File: src/rtl/controlador_multiplicador.sv
`default_nettype none
`timescale 1ns/1ps
// +----------------------------------------------------------------------------+
// | controlador_multiplicador                                                  |
// | Two-port arbiter and sequencer for the shared 8x8 unsigned multiplier.     |
// | Optional feature macro: ARB_ROUND_ROBIN_EN (round-robin instead of fixed). |
// | Revision: 1.0                                                              |
// +----------------------------------------------------------------------------+
module controlador_multiplicador #(
    parameter int CALC_CYCLES = 1  // legal range 1..4
) (
    input  logic        clk,
    input  logic        rst,
    input  logic        req0_valid,
    output logic        req0_ready,
    input  logic [7:0]  req0_a,
    input  logic [7:0]  req0_b,
    input  logic        req1_valid,
    output logic        req1_ready,
    input  logic [7:0]  req1_a,
    input  logic [7:0]  req1_b,
    output logic        res_valid,
    input  logic        res_ready,
    output logic [15:0] res_p,
    output logic        res_id,
    output logic        busy
);

    typedef enum logic [1:0] {
        OCIOSO = 2'd0,
        CALC   = 2'd1,
        PRONTO = 2'd2
    } state_t;

    localparam logic [1:0] SETTLE_LOAD = 2'(CALC_CYCLES - 1);

    state_t      state;
    state_t      state_next;
    logic [7:0]  op_a;
    logic [7:0]  op_b;
    logic        op_id;
    logic [1:0]  settle_cnt;
    logic        grant_valid;
    logic        grant_id;
    logic        accept;
    logic [15:0] product;

    assign product = {8'd0, op_a} * {8'd0, op_b};

`ifdef ARB_ROUND_ROBIN_EN
    logic prio;  // 1 favours requester 1 when both are valid

    always_comb begin
        grant_id = !req0_valid;
        if (req0_valid && req1_valid) begin
            grant_id = prio;
        end
    end

    always_ff @(posedge clk or posedge rst) begin
        if (rst) begin
            prio <= 1'b0;
        end else if (accept) begin
            prio <= !grant_id;
        end
    end
`else
    always_comb begin
        grant_id = !req0_valid;
    end
`endif

    assign grant_valid = req0_valid || req1_valid;
    assign accept      = (state == OCIOSO) && grant_valid;
    assign req0_ready  = accept && !grant_id;
    assign req1_ready  = accept && grant_id;
    assign busy        = (state != OCIOSO);

    always_comb begin
        state_next = state;
        case (state)
            OCIOSO: if (accept) state_next = CALC;
            CALC:   if (settle_cnt == 2'd0) state_next = PRONTO;
            PRONTO: if (res_ready) state_next = OCIOSO;
            default: state_next = OCIOSO;
        endcase
    end

    always_ff @(posedge clk or posedge rst) begin
        if (rst) begin
            state <= OCIOSO;
        end else begin
            state <= state_next;
        end
    end

    // Operands are sampled only on the grant edge so later input changes cannot leak in.
    always_ff @(posedge clk or posedge rst) begin
        if (rst) begin
            op_a       <= 8'd0;
            op_b       <= 8'd0;
            op_id      <= 1'b0;
            settle_cnt <= 2'd0;
        end else if (accept) begin
            op_a       <= grant_id ? req1_a : req0_a;
            op_b       <= grant_id ? req1_b : req0_b;
            op_id      <= grant_id;
            settle_cnt <= SETTLE_LOAD;
        end else if (state == CALC && settle_cnt != 2'd0) begin
            settle_cnt <= settle_cnt - 2'd1;
        end
    end

    always_ff @(posedge clk or posedge rst) begin
        if (rst) begin
            res_valid <= 1'b0;
            res_p     <= 16'h0000;
            res_id    <= 1'b0;
        end else if (state == CALC && settle_cnt == 2'd0) begin
            res_valid <= 1'b1;
            res_p     <= product;
            res_id    <= op_id;
        end else if (state == PRONTO && res_ready) begin
            res_valid <= 1'b0;
        end
    end

endmodule
`default_nettype wire

File: config.mk
export PLATFORM = sky130hd
export DESIGN_NAME = controlador_multiplicador
export DESIGN_NICKNAME = d
export VERILOG_FILES = /design/src/rtl/controlador_multiplicador.sv
export SDC_FILE = /design/constraint.sdc
export NUM_CORES = 1
export LEC_CHECK = 0
export CAP_MARGIN = 40
export CORE_ASPECT_RATIO = 0.6
export CORE_MARGIN = 8
export CORE_UTILIZATION = 55
export DETAILED_ROUTE_END_ITERATION = 6
export GPL_TIMING_DRIVEN = 1
export PLACE_DENSITY = 0.9
export SETUP_SLACK_MARGIN = 0.1
export SYNTH_ARGS = -nofsm -noshare
export SYNTH_HDL_FRONTEND = slang
export SYNTH_SLANG_ARGS = --single-unit
File: constraint.sdc
create_clock -name clk -period 5.65 [get_ports clk]
set_input_delay 1.695 -clock clk [delete_from_list [all_inputs] [get_ports clk]]
set_output_delay 1.695 -clock clk [all_outputs]
set_load 0.05 [all_outputs]
======== After elaboration in Yosys (flattened, before gate mapping) ========
Cells that the tools add are included.
word-level totals
  word-level logic and storage cells ...... 40
  input bits .............................. 37
  register bits ........................... 39
  memory bits (read-only) ................. 0
  memory bits (writable) .................. 0
  bits in latches ......................... 0
  memories ................................ 0
operators by class
  magnitude comparators ................... 0
  bitwise logic cells ..................... 0
  eq/ne operators ......................... 5
  add/sub/neg operators ................... 1
  div/mod/pow operators ................... 0
  $mul .................................... 1
  reduce and logical (&&, ||, !) cells .... 15
  shift operators ......................... 0
  mux-type cells .......................... 10
operators by type and width
  operator               count
  $mul A8 B8 Y16         1
  $mux W8                2
  $mux W2                5
  $reduce_bool A2 Y1     4
  $logic_and A1 B1 Y1    6
  $ne A2 B2 Y1 const B   3
  $pmux W2 S3            1
  $logic_not A2 Y1       2
  $reduce_and A3 Y1      1
  $eq A2 B1 Y1 const B   1
  $eq A2 B2 Y1 const B   1
  $mux W1                2
  $sub A2 B1 Y2 const B  1
  $logic_not A1 Y1       1
  $logic_or A1 B1 Y1     1

======== Depth between registers and ports, before layout ========
  word-level depth ........................ 4
  depth in mapped cells ................... 16
  gate-level depth less buffers ........... 15

======== Worst setup path after synthesis ========
Ideal clock, no wire load.
  path kind ............................... input -> output
  start ................................... input port req0_valid
  end ..................................... output port req1_ready
  cell stages on the path ................. 4
  slack ................................... 1.112 ns
  path buffers ............................ 2
  arrival ................................. 2.843 ns
  required time ........................... 3.955 ns
  cells stage by stage .................... buf_2 o21ai_2 clkbuf_1 nor2_1
on the way
  cells in the longest elaborated chain, start to end .. 3
  elaborated cells between the ends (all ways) .. 4
  those cells by class .................... reduce/logical: 4
ends and longest elaborated chain
  item                     line  source
  start: declaration       14    input logic req0_valid,
  $logic_or A1 B1 Y1       73    assign grant_valid = req0_valid || req1_valid;
  $logic_and A1 B1 Y1      74    assign accept = (state == OCIOSO) && grant_valid;
  $logic_and A1 B1 Y1 (*)  76    assign req1_ready = accept && grant_id;
  end: declaration         19    output logic req1_ready,
Every way passes the cells marked *; elsewhere a longest branch is shown, timed or not.

======== Worst setup path after layout ========
  start ................................... input port req1_valid
  end ..................................... output port req1_ready
on the way
  cells in the longest elaborated chain, start to end .. 3
ends and longest elaborated chain
  item                 line  source
  start: declaration   18    input logic req1_valid,
  $logic_or A1 B1 Y1   73
  $logic_and A1 B1 Y1  74
  $logic_and A1 B1 Y1  76
No other way between the ends.

==> results.ini <==
[final_layout]
multi_input_area_um2=2444
n_antenna_cell=0
instances_no_fill=543
layout.nets=565
syn_to_final_growth_pct=20.60
nFillCells=528
register_area_um2=975.9
postLayoutCoreUtil_pct=67.59
drive_gt1_share_pct=5.482

[floorplan]
die_h_um=79.48
coreArea_um2=6590
start_util_pct=56.05
fp.dieW_um=121.8
ios=58
rows=23
die-area_um2=9680

[routing]
wl_met2_mm=3.900
drt_iter0_markers=211
dr.pass1.iters=4
wl_per_cell_um=14.61
maxUsedRoutingLayer=met4
wl_met1_mm=3.369
remaining_drc_errors=0
ant_nets=0
wirelength_mm=7.932
via_count=2945
wl_met3_um=576
vias_per_cell=5.424

[grt]
antenna_found_initial=0
grt_pass1_wl_mm=14.00
grt_pass1_vias=3113
grt_max_degree=40
gr-total-overflow=0
grt_usage_pct=17.53

[min_path]
whs_endpoint=res_p[12]
hp-start=res_p[12]
hold_depth=2
hp-class=flip-flop to flip-flop

[sta]
fmax_mhz=221.7
slew_headroom_pct=65.81
hold_viol_final=0
tns_ns=0
finalMaxSlewViolations=0
tightestPinTransition_ns=0.5112
rsz0062_at_grt=false
setup_viol=0
fin_crit_ns=4.511
skew_ns=0.008801
post-route-period-util_pct=79.85

[critical_path]
reg2reg_from=op_a[3]
arrival_ns=2.82
critPathCaptureType=output port
start_kind=input pin
rrSetupSlack_ns=1.25
r2r_end=res_p[14]
worstPathMaxFanout=17
r2r_cells=15
path_class=input pin to output port
required_ns=3.95

[synthesis]
syn_area_per_cell_um2=9.257
yosysTopAreaCell=dfrtp_1
synth_cell_type_count=40
synth_enable_flop_cells=0
synth_warnings=0
synth_area_um2=3694
synth_fp_nets=509
yosys-top-cells-area=dfrtp_1 26%, fa_1 20%, ha_1 13%
syn_inst=399
synth_top_area_share_pct=26.42
seq_area_frac_synth_pct=26.42
synth_ff_type=dfrtp_1
synth_seq_cells=39
async_reset_ff_share_pct=100.0

[clock_network]
cts_hold_buf=0
cts_tree=built
clk_pin_slew_ns=0.08
htreeDepth=2
cts_setup_buffers=0
numClockSinks=39
ctsResizeCount=0
clockBufferDepth=2
clk_latency_ns=0.30
cts_root_buf=clkbuf_8
numCtsBuffers=5

[outcome]
status=finished clean

[flow_run]
maxCapViolCount=0

[placed_design]
dp_hpwl_mm=6.644
dp.cells=535
port_buffers=57
globalplace.congestion=0.8919

critical path, stage by stage:
cell	delay, ns
clkdlybuf4s50_1	0.53
o21ai_2	0.08
buf_4	0.20
nor2_1	0.10
buf_4	0.20
state kept, by name (all words and copies together) (netlist names):
signal and flops:
res_id 1, state 2, op_a 8, res_p 16, settle_cnt 2, op_b 8
res_valid 1, op_id 1
cell families after synthesis:
kind of cell             after synthesis  synth area share (%)
buffers and inverters                 67                 7.418
AO/OA/AOI/OAI                         82                 13.82
multiplexers                           5                 1.490
adder cells (fa/ha/maj)               73                 32.05
XOR/XNOR                              10                 2.371
AND/OR/NAND/NOR                      123                 16.43
flip-flops                            39                 26.42
cell usage after synthesis, types with 4 or more instances:
| cell | count |
|---|---|
| xor2_1 | 8 |
| o21ai_0 | 32 |
| and2_1 | 46 |
| ha_1 | 37 |
| mux2_2 | 4 |
| nand2_1 | 59 |
| clkbuf_1 | 7 |
| dfrtp_1 | 39 |
| inv_1 | 54 |
| fa_1 | 36 |
| a21o_1 | 4 |
| a21oi_1 | 13 |
| a22oi_1 | 17 |
| nor2_1 | 6 |
layer usage:
| metal | track usage, % | vias to the layer above |
|---|---|---|
| li1 | - | 1409 |
| met2 | 29.28 | 89 |
| met5 | 0 | - |
| met1 | 22.15 | 1438 |
| met3 | 4.802 | 9 |
| met4 | 4.162 | 0 |
cell usage in the layout, fill, tap and decap left out, types with 3 or more instances in the layout:
cell / synthesis / layout
nor3_1: 3 / 3
and2_1: 46 / 46
fa_1: 36 / 36
mux2_2: 4 / 4
xor2_1: 8 / 8
o211ai_1: 3 / 3
dfrtp_1: 39 / 39
nor2_1: 6 / 6
a22oi_1: 17 / 17
clkbuf_8: 1 / 5
ha_1: 37 / 37
a21o_1: 4 / 4
clkdlybuf4s50_1: 0 / 55
nand2_1: 59 / 59
inv_1: 54 / 54
o21ai_0: 32 / 32
a21oi_1: 13 / 13
buf_4: 0 / 6
final cells by class:
cell class	count	area share [%]
clock buffer	5	1.545
clock inverter	3	0.9831
inverter	54	4.551
multi-input combinational	293	54.86
sequential	39	21.91
tap	87	2.444
timing repair buffer	62	13.71
how the worst max path moves through the flow:
stage / slack, ns / depth (start not counted) / start / to
global route: 1.05 / 5 / req1_valid / req1_ready
detailed placement: 1.13 / 5 / req1_valid / req1_ready
CTS: 1.13 / 5 / req1_valid / req1_ready
floorplan: 1.11 / 4 / req0_valid / req1_ready
global placement: 1.17 / 5 / req1_valid / req1_ready
finish: 1.14 / 5 / req1_valid / req1_ready
metrics by stage:
step / area, um^2 / worst slack (ns) / hold WS, ns
global placement: 4319 / 1.165 / 0.4621
floorplan: 3694 / 1.112 / 0.4587
CTS: 4454 / 1.126 / 0.4925
detailed placement: 4342 / 1.127 / 0.4733
finish: 4454 / 1.139 / 0.4864
global route: 4454 / 1.049 / 0.5123
Power is left out: the tool's default activity adds up to more than one toggle a clock period on the data nets, which glitch-free logic cannot reach.
